<file path="config.mk">
export PLATFORM = sky130hd
export DESIGN_NAME = shift_seq_flat
export DESIGN_NICKNAME = d
export VERILOG_FILES = /design/src/rtl/shift_seq_pkg.sv /design/src/rtl/shift_seq_if.sv /design/src/rtl/shift_seq_step.sv /design/src/rtl/shift_seq.sv /design/src/flat_wrapper.sv
export SDC_FILE = /design/constraint.sdc
export NUM_CORES = 1
export LEC_CHECK = 0
export ABC_AREA = 1
export BUFFER_PORTS_ARGS = -buffer_cell sky130_fd_sc_hd__buf_2
export CORE_ASPECT_RATIO = 1.5
export CORE_MARGIN = 1.5
export CORE_UTILIZATION = 37
export DETAILED_ROUTE_END_ITERATION = 7
export GPL_TIMING_DRIVEN = 1
export PLACE_DENSITY_LB_ADDON = 0.05
export SYNTH_ARGS = -nofsm -noshare
export SYNTH_HDL_FRONTEND = slang
export SYNTH_SLANG_ARGS = --single-unit
</file>
<file path="constraint.sdc">
create_clock -name clk -period 1.7 [get_ports clk]
set_input_delay 0.085 -clock clk [delete_from_list [all_inputs] [get_ports clk]]
set_output_delay 0.085 -clock clk [all_outputs]
set_load 0.02 [all_outputs]
</file>
<file path="src/rtl/shift_seq_pkg.sv">
// Shared definitions for the sequential shifter: opcodes, FSM states and
// the effective-amount helper used on the accept edge.
package shift_seq_pkg;

    localparam int WIDTH = 16;
    localparam int CNT_W = 5;

    // Opcodes shared with the ALU decoder and the barrel shifter
    localparam logic [3:0] F_SLL = 4'b1000;
    localparam logic [3:0] F_SLR = 4'b1001;
    localparam logic [3:0] F_SRL = 4'b1010;
    localparam logic [3:0] F_SRA = 4'b1011;

    localparam logic [3:0] CODE_RST = 4'b0100;

    typedef enum logic [1:0] {
        IDLE = 2'b00,
        RUN  = 2'b01,
        FIN  = 2'b10
    } state_t;

    // Rotates wrap mod 16; linear shifts saturate at 16; unsupported opcodes do nothing
    function automatic logic [CNT_W-1:0] eff_amount(input logic [3:0] fcode,
                                                    input logic [CNT_W-1:0] shift);
        logic [CNT_W-1:0] amt;
        case (fcode)
            F_SLR:               amt = {1'b0, shift[3:0]};
            F_SLL, F_SRL, F_SRA: amt = (shift > 5'd16) ? 5'd16 : shift;
            default:             amt = 5'd0;
        endcase
        return amt;
    endfunction

endpackage

</file>
<file path="src/rtl/shift_seq_if.sv">
// Request/response bundle of the sequential shifter.
interface shift_seq_if;
    import shift_seq_pkg::*;

    logic             start;
    logic [3:0]       fcode;
    logic [CNT_W-1:0] shift;
    logic [WIDTH-1:0] in;
    logic             busy;
    logic             done;
    logic [WIDTH-1:0] result;
    logic [3:0]       code;

    modport master (output start, fcode, shift, in,
                    input  busy, done, result, code);
    modport slave  (input  start, fcode, shift, in,
                    output busy, done, result, code);
endinterface

</file>
<file path="src/rtl/shift_seq_step.sv">
// Combinational one-bit shift step: next value, the bit shifted out and the
// left-shift sign-change indication.
module shift_step
    import shift_seq_pkg::*;
(
    input  logic [3:0]       fcode,
    input  logic [WIDTH-1:0] r,
    output logic [WIDTH-1:0] r_next,
    output logic             out_bit,
    output logic             ovf_bit
);

    // One-position shift selected by opcode; unknown opcodes pass through
    always_comb begin
        r_next  = r;
        out_bit = 1'b0;
        ovf_bit = 1'b0;
        case (fcode)
            F_SLL: begin
                r_next  = {r[WIDTH-2:0], 1'b0};
                out_bit = r[WIDTH-1];
                ovf_bit = r[WIDTH-1] ^ r[WIDTH-2];
            end
            F_SLR: begin
                r_next  = {r[WIDTH-2:0], r[WIDTH-1]};
                out_bit = r[WIDTH-1];
            end
            F_SRL: begin
                r_next  = {1'b0, r[WIDTH-1:1]};
                out_bit = r[0];
            end
            F_SRA: begin
                r_next  = {r[WIDTH-1], r[WIDTH-1:1]};
                out_bit = r[0];
            end
            default: begin
                r_next  = r;
                out_bit = 1'b0;
            end
        endcase
    end

endmodule

</file>
<file path="src/rtl/shift_seq.sv">
// Multi-cycle shifter: one bit per RUN cycle, start/busy/done handshake and
// the {s,z,c,v} condition code for the ALU flag register.
module shift_seq
    import shift_seq_pkg::*;
(
    input  logic        clk,
    input  logic        rst,
    shift_seq_if.slave  bus
);

    state_t           state_r;
    state_t           state_s;
    logic [CNT_W-1:0] cnt_r;
    logic [3:0]       fcode_r;
    logic [WIDTH-1:0] work_r;
    logic             c_r;
    logic             v_r;
    logic             busy_r;
    logic             done_r;
    logic [WIDTH-1:0] result_r;
    logic [3:0]       code_r;
    logic             accept_s;
    logic [WIDTH-1:0] step_s;
    logic             out_bit_s;
    logic             ovf_bit_s;

    shift_step u_step (
        .fcode   (fcode_r),
        .r       (work_r),
        .r_next  (step_s),
        .out_bit (out_bit_s),
        .ovf_bit (ovf_bit_s)
    );

    assign accept_s = bus.start && ((state_r == IDLE) || (state_r == FIN));

    // Next-state decode
    always_comb begin
        state_s = state_r;
        case (state_r)
            IDLE: begin
                if (accept_s) state_s = RUN;
                else          state_s = IDLE;
            end
            RUN: begin
                if (cnt_r == {CNT_W{1'b0}}) state_s = FIN;
                else                        state_s = RUN;
            end
            FIN: begin
                if (accept_s) state_s = RUN;
                else          state_s = IDLE;
            end
            default: state_s = IDLE;
        endcase
    end

    // State register with registered handshake outputs
    always_ff @(posedge clk or negedge rst) begin
        if (!rst) begin
            state_r <= IDLE;
            busy_r  <= 1'b0;
            done_r  <= 1'b0;
        end else begin
            state_r <= state_s;
            busy_r  <= (state_s == RUN);
            done_r  <= (state_s == FIN);
        end
    end

    // Operand capture, bit-serial stepping and flag accumulation; the visible
    // result/code only update when an operation finishes
    always_ff @(posedge clk or negedge rst) begin
        if (!rst) begin
            cnt_r    <= {CNT_W{1'b0}};
            fcode_r  <= 4'b0000;
            work_r   <= {WIDTH{1'b0}};
            c_r      <= 1'b0;
            v_r      <= 1'b0;
            result_r <= {WIDTH{1'b0}};
            code_r   <= CODE_RST;
        end else if (accept_s) begin
            cnt_r   <= eff_amount(bus.fcode, bus.shift);
            fcode_r <= bus.fcode;
            work_r  <= bus.in;
            c_r     <= 1'b0;
            v_r     <= 1'b0;
        end else if (state_r == RUN) begin
            if (cnt_r != {CNT_W{1'b0}}) begin
                cnt_r  <= cnt_r - 5'd1;
                work_r <= step_s;
                c_r    <= out_bit_s;
                v_r    <= v_r | ovf_bit_s;
            end else begin
                result_r <= work_r;
                code_r   <= {work_r[WIDTH-1], (work_r == {WIDTH{1'b0}}), c_r, v_r};
            end
        end
    end

    assign bus.busy   = busy_r;
    assign bus.done   = done_r;
    assign bus.result = result_r;
    assign bus.code   = code_r;

endmodule

</file>
<file path="src/flat_wrapper.sv">
// flat-port wrapper written by rule: the top's interface ports become plain ports
module shift_seq_flat import shift_seq_pkg::*;
  (clk, rst, bus_start, bus_fcode, bus_shift, bus_in, bus_busy, bus_done, bus_result, bus_code);
  shift_seq_if bus_i ();
  input  logic clk;
  input  logic rst;
  input wire logic [$bits(bus_i.start)-1:0] bus_start;
  input wire logic [$bits(bus_i.fcode)-1:0] bus_fcode;
  input wire logic [$bits(bus_i.shift)-1:0] bus_shift;
  input wire logic [$bits(bus_i.in)-1:0] bus_in;
  output wire logic [$bits(bus_i.busy)-1:0] bus_busy;
  output wire logic [$bits(bus_i.done)-1:0] bus_done;
  output wire logic [$bits(bus_i.result)-1:0] bus_result;
  output wire logic [$bits(bus_i.code)-1:0] bus_code;
  assign bus_i.start = bus_start;
  assign bus_i.fcode = bus_fcode;
  assign bus_i.shift = bus_shift;
  assign bus_i.in = bus_in;
  assign bus_busy = bus_i.busy;
  assign bus_done = bus_i.done;
  assign bus_result = bus_i.result;
  assign bus_code = bus_i.code;
  shift_seq u_core (.clk(clk), .rst(rst), .bus(bus_i));
endmodule
</file>
# ---- After elaboration in Yosys (flattened, before gate mapping)
# Index checks and enable logic that the tools add are counted.
# Widths: inputs -> output; s select.
dict set report totals {
  regBits 51
  inputBits 28
  output_inout_bits 22
  elab_cells 68
}
dict set report classes {
  add_sub_neg 1
  magnitude_cmp 1
  eq_ne 13
  muxes 20
  bitwise 4
  n_reduce_logical 18
}
# cell count
set op_table {}
lappend op_table {{$pmux 16 s4} 1}
lappend op_table {{$mux 16} 3}
lappend op_table {{$eq 4x4->1 const B} 8}
lappend op_table {{$mux 5} 4}
lappend op_table {{$logic_not 16->1} 1}
lappend op_table {{$pmux 5 s2} 1}
lappend op_table {{$reduce_bool 5->1} 2}
lappend op_table {{$mux 1} 8}
lappend op_table {{$reduce_and 3->1} 2}
lappend op_table {{$reduce_or 2->1} 3}
lappend op_table {{$gt 5x5->1 const B} 1}
lappend op_table {{$logic_not 5->1} 1}
lappend op_table {{$sub 5x1->5 const B} 1}
lappend op_table {{$eq 2x1->1 const B} 2}
lappend op_table {{$eq 2x2->1 const B} 2}
lappend op_table {{$pmux 2 s2} 1}
lappend op_table {{$reduce_and 4->1} 1}
lappend op_table {{$reduce_bool 2->1} 2}
lappend op_table {{$reduce_bool 4->1} 1}
lappend op_table {{$reduce_or 3->1} 1}
lappend op_table {{$logic_not 2->1} 1}
lappend op_table {{$mux 2} 1}
lappend op_table {{$ne 2x1->1 const B} 1}
lappend op_table {{$not 1->1} 2}
lappend op_table {{other kinds (6)} 6}

# ---- Depth between registers and ports, before layout
# Gate-level depths: netlist of the first run.
dict set report logic_depth {
  depth_word 6
  ltp_mapped 9
  depth_no_buf 8
}

# ---- Hierarchy
# Synthesis of the first run repeated with hierarchy kept, for this count alone.
dict set report unflattened {
  hier_cells 386
  hier_area_um2 2874.0
}
# mod instances cells_each area_per_inst_um2 seq_area_each_um2
set modules_own_cells {}
lappend modules_own_cells {shift_seq 1 302 2423.6 1252.5}
lappend modules_own_cells {shift_step 1 84 450.4 0.0}

# ---- Least setup slack after synthesis of the first run
# OpenSTA, ideal clock, no wires.
dict set report synth_timing {
  kind {register -> register}
  startpoint {register u_core.cnt_r[0]}
  endpoint {register u_core.code_r[0], in the netlist u_core.bus.code[0]}
  setup_ns 0.130
  arrival_time_ns 1.319
  required_time_ns 1.570
  setup_slack_ns 0.251
  path_stages_with_launch 10
  path_buffers 2
  period_less_slack_ns 1.449
  path_cell_list {dfrtp_1 inv_1 ha_1 inv_1 nor3_2 nand3_1 buf_4 buf_6 nand2_1 o21ai_1}
}
dict set report synth_between {
  elab_chain_cells 3
}
# element line_no
set synth_rtl {}
lappend synth_rtl {{start: declaration} shift_seq.sv:13} ;# logic [CNT_W-1:0] cnt_r;
lappend synth_rtl {{start signal: assignment} shift_seq.sv:74} ;# cnt_r <= {CNT_W{1'b0}};
lappend synth_rtl {{start signal: assignment} shift_seq.sv:82} ;# cnt_r <= eff_amount(bus.fcode, bus.shift);
lappend synth_rtl {{start signal: assignment} shift_seq.sv:89} ;# cnt_r <= cnt_r - 5'd1;
lappend synth_rtl {{$reduce_bool 5->1} shift_seq.sv:88} ;# if (cnt_r != {CNT_W{1'b0}}) begin
lappend synth_rtl {{$not 1->1 (no source line)} --}
lappend synth_rtl {{$reduce_and 3->1 (no source line)} --}
lappend synth_rtl {{end signal: assignment} shift_seq.sv:95} ;# code_r <= {work_r[WIDTH-1], (work_r == {WIDTH{1'b0}}), c_r, v_r};
lappend synth_rtl {{end: declaration} shift_seq.sv:21} ;# logic [3:0] code_r;
# Every way passes these cells.
# A chain may end at the register's enable or synchronous reset.

# ---- Final worst setup path of the first run
dict set report layout_timing {
  startpoint {register u_core.cnt_r[0]}
  endpoint {register u_core.code_r[2], in the netlist u_core.bus.code[2]}
}
# The elaborated chain is that of the path after synthesis.

==> results of run 1 <==
final cells by class:
class                           count  area [um2]
Inverter                           39         146
Clock buffer                        7        76.3
Tap cell                           78        97.6
Sequential cell                    50        1250
Fill cell                         750        3770
Timing Repair Buffer               61         365
Clock inverter                      1        30.0
Multi-Input combinational cell    244        1110
final timing paths:
kind,start,endpoint,slack [ns],depth (start not counted)
setup reg to reg,u_core.cnt_r[0],u_core.bus.code[2],0.19,9
max in group asynchronous,rst,u_core.work_r[0],0.80,3
setup / recovery,u_core.cnt_r[0],u_core.bus.code[2],0.19,9
hold / removal,bus_fcode[0],u_core.fcode_r[0],0.06,3
hold reg to reg,u_core.bus.code[2],u_core.bus.code[2],0.48,2
min in group asynchronous,rst,u_core.bus.code[3],0.28,2
per-layer routing:
layer | vias to the layer above | track usage (%)
met5 | - | 0
met4 | 0 | 5.39
met3 | 5 | 2.65
met2 | 46 | 31.9
met1 | 1062 | 21.3
li1 | 1196 | -
worst reg2reg max path: stages (launching register included):
cell,delay (ns)
dfrtp_1,0.38
inv_1,0.11
ha_1,0.20
inv_1,0.07
nor3_2,0.12
nand3_1,0.14
buf_12,0.19
inv_1,0.10
nand3_1,0.06
nand2_1,0.06
stage by stage:
step	instance area, um2	setup slack (ns)	cells
5_1_grt	3080	0.00746	480
3_5_place_dp	2950	0.217	470
2_1_floorplan	2610	0.251	348
3_3_place_gp	2950	0.246	470
4_1_cts	3080	0.196	480
6_report	3080	0.190	480
cell families after synthesis:
logic type / count (synthesis) / synth area share, %
buffers and inverters: 54 / 9.53
AND/OR/NAND/NOR: 211 / 35.1
adder cells (fa/ha/maj): 2 / 0.958
flip-flops: 50 / 47.9
AO/OA/AOI/OAI: 31 / 6.51
sequential cells by signal, indices dropped and copies added, names as in the netlist:
| register | cells |
|---|---|
| u_core.bus.done | 1 |
| u_core.v_r | 1 |
| u_core.state_r | 2 |
| u_core.bus.busy | 1 |
| u_core.bus.result | 15 |
| u_core.fcode_r | 4 |
| u_core.work_r | 16 |
| u_core.bus.code | 4 |
| u_core.cnt_r | 5 |
| u_core.c_r | 1 |
Yosys cell counts:
library cell and instances:
nand2_1 142, nand3_4 1, o21ai_4 1, buf_4 3, ha_1 2, buf_6 4, dfrtp_1 49, nor2_4 2
buf_2 4, clkbuf_1 4, nand3_1 45, nand2_2 3, inv_1 36, nand4_1 6, nor2_1 9, nand2_4 1
dfstp_2 1, nor3_2 1, inv_2 3, or2_2 1, o21a_1 1, o21ai_0 17, a21oi_1 1, o22ai_1 1
o21ai_1 10
where the power goes:
group / switching (mW) / total (mW) / internal, mW
clock: 0.388 / 0.829 / 0.441
combinational: 1.71 / 2.63 / 0.915
sequential: 0.293 / 1.94 / 1.64
total: 2.39 / 5.39 / 3.00
==> impl_metrics.env, run 1 <==
export IMPL_status="completed"
export IMPL_routedWlPerCell_um=13.1
export IMPL_post_route_period_util_pct=88.8
export IMPL_fmax_ghz=0.662
export IMPL_crit_path_end_kind="register"
export IMPL_synthesis_instances=348
export IMPL_ys_top_cells_by_area="dfrtp_1 47%, nand2_1 20%, nand3_1 8.6%"
export IMPL_powerDensity_nw_per_um2=1750
export IMPL_cts_made_buffers=5
export IMPL_num_antenna_cells=0
export IMPL_initial_utilization_pct=38.1
export IMPL_netlist_area_um2=2610
export IMPL_met1_length_um=2750
export IMPL_avgSynthCellArea_um2=7.51
export IMPL_critPathArrivalTime_ns=1.75
export IMPL_drc=0
export IMPL_drtAntennaViolNets=0
export IMPL_first_pass_iters=6
export IMPL_grt_pass1_wl_um=10700
export IMPL_core_um2=6850
export IMPL_cp_top_family="buffers and inverters"
export IMPL_fp_dieW_um=71.6
export IMPL_clkLatencyLatePin_ns=0.29
export IMPL_maxCapViolations=0
export IMPL_ioPinCount=50
export IMPL_p_leak_nw=1.75
export IMPL_grt_pass1_vias=2287
export IMPL_overflow=0
export IMPL_crit_buf_inv=4
export IMPL_cts_path_max_buffers=2
export IMPL_nets=431
export IMPL_syn_nets=378
export IMPL_yosys_warnings=0
export IMPL_slowest_delay_ns=0.38
export IMPL_hold_worst_slack_ns=0.0554
export IMPL_path_clk_slew_ns=0.09
export IMPL_peakVddDrop_v=0.000744
export IMPL_synth_top_cell_area_share_pct=46.9
export IMPL_period_needed_ns=1.51
export IMPL_slew_headroom_pct=66.9
export IMPL_drt_wl_total_um=6300
export IMPL_utilization_pct=44.9
export IMPL_cts_sinks=50
export IMPL_critPathMaxFanout=39
export IMPL_avgViaCountPerCell=4.81
export IMPL_area_growth_pct=17.9
export IMPL_ctsResizeCount=0
export IMPL_setup_tns_ns=0
export IMPL_required_ns=1.94
export IMPL_fin_total_pwr_mw=5.39
export IMPL_io_buffers=49
export IMPL_row_count=37
export IMPL_drive_gt1_share_pct=19.7
export IMPL_ys_ff_latch=50
export IMPL_worst_pin_slew_ns=0.496
export IMPL_synth_seq_area_share_pct=47.9
export IMPL_rsz0062_at_grt="false"
export IMPL_gp_congestion=0.789
export IMPL_wl_met2_um=3240
export IMPL_dp_hpwl_um=4560
export IMPL_synth_cell_types=25
export IMPL_highest_layer="met4"
export IMPL_grt_max_degree=40
export IMPL_cp_common_cell="inv_1"
export IMPL_grt_usage_pct=17.7
export IMPL_critPathSlowestCell="dfrtp_1"
export IMPL_drt_iter0_drc=137
export IMPL_crit_type="reg2reg"
export IMPL_yosysTopAreaCell="dfrtp_1"
export IMPL_cts_hold_buffers=2
export IMPL_finalMaxSlewViolations=0
export IMPL_num_vias=2309
export IMPL_final_cell_mix="142 x nand2_1, 49 x buf_2, 49 x dfrtp_1"
export IMPL_die_h_um=106
export IMPL_hold_path_class="in2reg"
export IMPL_setup_viol_count_final=0
export IMPL_cts_tree="built"
export IMPL_final_common_cell="nand2_1"
export IMPL_die_area_um2=7580
export IMPL_crit_path_cell_trace="inv_1 -> ha_1 -> inv_1 -> nor3_2 -> nand3_1 -> buf_12 -> inv_1 -> nand3_1 -> nand2_1"
export IMPL_cts_htree_levels=2
export IMPL_clock_skew_ns=0.00796
export IMPL_cts_setup_buffers=0
export IMPL_wl_met3_um=206
export IMPL_antenna_found_initial=0
export IMPL_crit_path_start_kind="register"
export IMPL_hold_viol_final=0
export IMPL_root_buffer="clkbuf_8"
No activity file was read; power rests on OpenSTA's default activity.
==> inputs of run 2 (changes only) <==
Settings changed: CORE_MARGIN 1.5 to unset, CORE_UTILIZATION 37 to 55, GPL_ROUTABILITY_DRIVEN set to 0.
==> impl_metrics.env, run 2 (same netlist as run 1, synthesis figures left out) <==
export IMPL_status="completed"
export IMPL_cts_tree="built"
export IMPL_rsz0062_at_grt="false"
export IMPL_crit_path_end_kind="register"
export IMPL_post_route_period_util_pct=88.9
export IMPL_pwr_share_comb_pct=48.2
export IMPL_cts_setup_buffers=0
export IMPL_first_pass_iters=4
export IMPL_reg2reg_from="u_core.cnt_r[0]"
export IMPL_hold_path_startpoint="bus_fcode[0]"
export IMPL_fmax_ghz=0.662
export IMPL_row_count=30
export IMPL_drive_gt1_share_pct=19.5
export IMPL_largest_reg_flops=16
export IMPL_area_growth_pct=16.7
export IMPL_setup_tns_ns=0
export IMPL_instances_no_fill=464
export IMPL_grt_usage_pct=25.0
export IMPL_nets=429
export IMPL_cp_top_family="flip-flops"
export IMPL_drt_wl_total_um=5630
export IMPL_crit_path_cell_trace="inv_1 -> ha_2 -> inv_1 -> nor3_2 -> nand3_1 -> buf_12 -> nand2_1 -> o21ai_0"
export IMPL_critPathArrivalTime_ns=1.69
export IMPL_final_cell_mix="142 x nand2_1, 49 x buf_2, 49 x dfrtp_1"
export IMPL_period_needed_ns=1.51
export IMPL_antenna_found_initial=0
export IMPL_setup_viol_count_final=0
export IMPL_die_area_um2=5040
export IMPL_seqPwrFrac_pct=36.4
export IMPL_cts_sinks=50
export IMPL_hold_path_class="in2reg"
export IMPL_peakVddDrop_v=0.00124
export IMPL_crit_path_start_kind="register"
export IMPL_core_um2=4540
export IMPL_routedWlPerCell_um=12.1
export IMPL_drtAntennaViolNets=0
export IMPL_required_ns=1.88
export IMPL_critPathMaxFanout=39
export IMPL_initial_utilization_pct=57.5
export IMPL_crit_buf_inv=3
export IMPL_num_vias=2337
export IMPL_finalMaxSlewViolations=0
export IMPL_avgViaCountPerCell=5.04
export IMPL_overflow=0
export IMPL_fp_dieW_um=58.3
export IMPL_crit_path_start="u_core.cnt_r[0]"
export IMPL_final_common_cell="nand2_1"
export IMPL_dp_hpwl_um=4170
export IMPL_cp_common_cell="inv_1"
export IMPL_die_h_um=86.4
export IMPL_num_antenna_cells=0
export IMPL_cts_path_max_buffers=2
export IMPL_top_register="u_core.work_r"
export IMPL_drc=0
export IMPL_p_leak_nw=1.74
export IMPL_p_clk_share_pct=15.4
export IMPL_dp_cells=454
export IMPL_switching_power_mw=2.36
export IMPL_clkLatencyLatePin_ns=0.30
export IMPL_clock_skew_ns=0.00885
export IMPL_slew_headroom_pct=57.0
export IMPL_path_clk_slew_ns=0.09
export IMPL_worst_pin_slew_ns=0.644
export IMPL_switching_share_pct=44.3
export IMPL_cts_htree_levels=2
export IMPL_powerDensity_nw_per_um2=1750
export IMPL_io_buffers=49
export IMPL_ioPinCount=50
export IMPL_critPathSlowestCell="dfrtp_1"
export IMPL_grt_pass1_wl_um=9730
export IMPL_crit_type="reg2reg"
export IMPL_slowest_delay_ns=0.38
export IMPL_hold_viol_final=0
export IMPL_drt_iter0_drc=105
export IMPL_grt_max_degree=40
export IMPL_grt_pass1_vias=2213
export IMPL_p_int_mw=2.97
export IMPL_cts_made_buffers=5
export IMPL_maxCapViolations=0
export IMPL_root_buffer="clkbuf_8"
==> run 2: cell types whose count changed in the layout (fill, tap and decap cells not counted) <==
cell	delta
ha_1	-1
buf_4	-2
ha_2	+1
o21ai_1	+1
o21ai_0	-1
==> run 2: path summary, 6_finish.rpt <==
path	endpoint	slack, ns	cells past startpoint
setup / recovery	u_core.bus.result[0]	0.19	8
hold / removal	u_core.fcode_r[0]	0.04	3
hold reg to reg	u_core.bus.code[2]	0.47	2
setup reg to reg	u_core.bus.result[0]	0.19	8
max in group asynchronous	u_core.work_r[4]	0.80	3
min in group asynchronous	u_core.bus.code[0]	0.33	2
==> run 2: what timing repair did <==
item | CTS | global route
endpoints found under the setup margin | 0 | 6
hold buffers | 2 | 0
endpoints found under the hold margin | 28 | 0
gates resized for setup | 0 | 2
==> run 2: stage by stage <==
stage / cell area, um2 / util (%) / setup slack (ns) / total power, mW / hold slack (ns)
floorplan: 2610 / - / 0.251 / 3.88 / -0.211
global placement: 2920 / 64.3 / 0.251 / 4.48 / 0.147
detailed placement: 2920 / 64.3 / 0.194 / 4.53 / 0.151
CTS: 3050 / 67.1 / 0.185 / 5.35 / 0.0464
global route: 3050 / 67.1 / 0.000831 / 5.82 / 0.0883
finish: 3050 / 67.1 / 0.189 / 5.33 / 0.0425
==> run 2: layout make-up <==
type                    instances  area (um2)
flip-flops and latches         50        1250
well taps                      64        80.1
fillers                       431        1490
clock inverters                 1        30.0
multi-input cells             244        1110
repair buffers                 59         350
clock buffers                   7        76.3
inverters                      39         146
==> run 2: worst min-delay path, cell delays in order <==
cell and delay, ns:
buf_2 0.09, inv_1 0.05, o21ai_0 0.08
==> run 2: power by group through the flow <==
stage	Combinational (mW)	Sequential [mW]	Clock (mW)
after floorplan	1.76	2.12	0
after global placement	2.53	1.95	0
after detailed placement	2.57	1.96	0
after CTS	2.58	1.94	0.828
after global routing	2.95	2.00	0.877
final	2.57	1.94	0.822
==> run 2: layer usage <==
layer | track usage, % | up-vias | wire length [um]
li1 | - | 1191 | -
met3 | 3.88 | 6 | 222
met5 | 0 | - | 0
met4 | 7.79 | 0 | 66
met1 | 31.5 | 1070 | 2470
met2 | 43.5 | 70 | 2870
==> inputs of run 3 (changes only) <==
Settings changed: CELL_PAD_IN_SITES_DETAIL_PLACEMENT set to 0, CELL_PAD_IN_SITES_GLOBAL_PLACEMENT set to 1, CORE_UTILIZATION 55 to 40.
==> impl_metrics.env, run 3 (same netlist as run 1, synthesis figures left out) <==
export IMPL_die_area_um2=6870
export IMPL_nets=429
export IMPL_cts_path_max_buffers=2
export IMPL_largest_reg_flops=16
export IMPL_overflow=0
export IMPL_core_um2=6220
export IMPL_grt_pass1_vias=2247
export IMPL_row_count=35
export IMPL_clock_skew_ns=0.00596
export IMPL_reg2reg_from="u_core.cnt_r[0]"
export IMPL_num_vias=2276
export IMPL_setup_viol_count_final=0
export IMPL_grt_max_degree=51
export IMPL_drtAntennaViolNets=0
export IMPL_ff2ff_setup_slack_ns=0.21
export IMPL_avgViaCountPerCell=4.80
export IMPL_ctsResizeCount=0
export IMPL_setup_tns_ns=0
export IMPL_p_leak_nw=1.74
export IMPL_fmax_ghz=0.672
export IMPL_ioPinCount=50
export IMPL_cts_sinks=50
export IMPL_final_cell_mix="142 x nand2_1, 49 x buf_2, 49 x dfrtp_1"
export IMPL_rsz0062_at_grt="false"
export IMPL_area_growth_pct=17.5
export IMPL_num_fill_cells=656
export IMPL_crit_type="reg2reg"
export IMPL_io_buffers=49
export IMPL_ff_latch_area_um2=1250
export IMPL_die_h_um=101
export IMPL_grt_usage_pct=20.1
export IMPL_cts_tree="built"
export IMPL_grt_pass1_wl_um=10400
export IMPL_drt_wl_total_um=6110
export IMPL_crit_path_start_kind="register"
export IMPL_top_register="u_core.work_r"
export IMPL_finalMaxSlewViolations=0
export IMPL_peakVddDrop_v=0.000707
export IMPL_fp_dieW_um=68.0
export IMPL_critPathSlowestCell="dfrtp_1"
export IMPL_crit_path_cell_trace="inv_1 -> ha_1 -> inv_1 -> nor3_2 -> nand3_1 -> buf_12 -> nand2_1 -> o21ai_0"
export IMPL_cp_top_family="flip-flops"
export IMPL_utilization_pct=49.4
export IMPL_drive_gt1_share_pct=19.5
export IMPL_crit_buf_inv=3
export IMPL_cp_common_cell="inv_1"
export IMPL_first_pass_iters=4
export IMPL_hold_path_class="in2reg"
export IMPL_period_needed_ns=1.49
export IMPL_crit_path_end_kind="register"
export IMPL_slowest_delay_ns=0.38
export IMPL_hold_worst_slack_ns=0.0465
export IMPL_routedWlPerCell_um=12.9
export IMPL_post_route_period_util_pct=87.5
export IMPL_worst_pin_slew_ns=0.299
export IMPL_initial_utilization_pct=42.0
export IMPL_status="completed"
export IMPL_multi_input_area_um2=1110
export IMPL_cts_htree_levels=2
export IMPL_antenna_found_initial=0
export IMPL_critPathMaxFanout=39
export IMPL_worst_r2r_path_depth=8
export IMPL_required_ns=1.89
export IMPL_critPathArrivalTime_ns=1.68
export IMPL_final_common_cell="nand2_1"
export IMPL_maxCapViolations=0
export IMPL_worstHoldEndpoint="u_core.fcode_r[0]"
export IMPL_cts_made_buffers=5
export IMPL_dp_cells=463
export IMPL_dp_hpwl_um=4230
export IMPL_root_buffer="clkbuf_8"
export IMPL_powerDensity_nw_per_um2=1720
export IMPL_hold_viol_final=0
export IMPL_clkLatencyLatePin_ns=0.30
export IMPL_instances_no_fill=474
export IMPL_r2r_end="u_core.bus.result[3]"
export IMPL_whs_path_depth=3
export IMPL_drt_iter0_drc=139
export IMPL_num_antenna_cells=0
export IMPL_hold_path_startpoint="bus_fcode[0]"
export IMPL_drc=0
export IMPL_slew_headroom_pct=80.0
export IMPL_path_clk_slew_ns=0.09
## run 3: cell types whose count changed in the layout (fill, tap and decap cells not counted), sizes merged
cell / previous run / this run
bufinv: 1 / 0
clkinv: 0 / 1
## run 3: per-stage QoR
stage	total power [mW]	area (um2)	setup WS, ns
CTS	5.33	3050	0.133
global placement	4.56	2940	0.175
detailed placement	4.58	2940	0.156
global route	5.85	3070	0.0148
finish	5.28	3070	0.213
floorplan	3.88	2610	0.251
## run 3: report_power, final
part	internal [mW]	switching (mW)
clock network	0.329	0.390
logic	0.927	1.71
registers	1.64	0.284
## run 3: tightest hold or removal path, stage by stage
cell and delay (ns):
buf_2 0.09, inv_1 0.05, o21ai_0 0.08
## run 3: worst max path at each step
stage	start	endpoint	slack [ns]	cells past startpoint
6_report	u_core.cnt_r[0]	u_core.bus.result[3]	0.21	8
5_1_grt	u_core.cnt_r[0]	u_core.bus.result[5]	0.01	8
4_1_cts	u_core.cnt_r[0]	u_core.work_r[5]	0.13	7
3_5_place_dp	u_core.cnt_r[0]	u_core.work_r[5]	0.16	7
3_3_place_gp	u_core.cnt_r[0]	u_core.work_r[14]	0.17	7
2_1_floorplan	u_core.cnt_r[0]	u_core.bus.code[0]	0.25	9
## run 3: timing repair
item	in CTS	in global routing
endpoints found under the hold margin	50	0
hold buffers	2	0
endpoints found under the setup margin	0	1
setup buffers	0	1
## run 3: routing by layer
layer	GRT usage [%]	part of all wire (%)	up-vias
li1	-	-	1192
met1	23.8	44	1031
met2	36.3	52	51
met3	2.71	3.6	2
met4	5.77	0.65	0
met5	0	0	-
## run 3: cell type report
cell class	instances	area share, %
Clock buffer	7	2.81
Clock inverter	1	0.163
Inverter	39	4.77
Multi-Input combinational cell	244	36.2
Sequential cell	50	40.8
Tap cell	74	3.02
Timing Repair Buffer	59	12.2
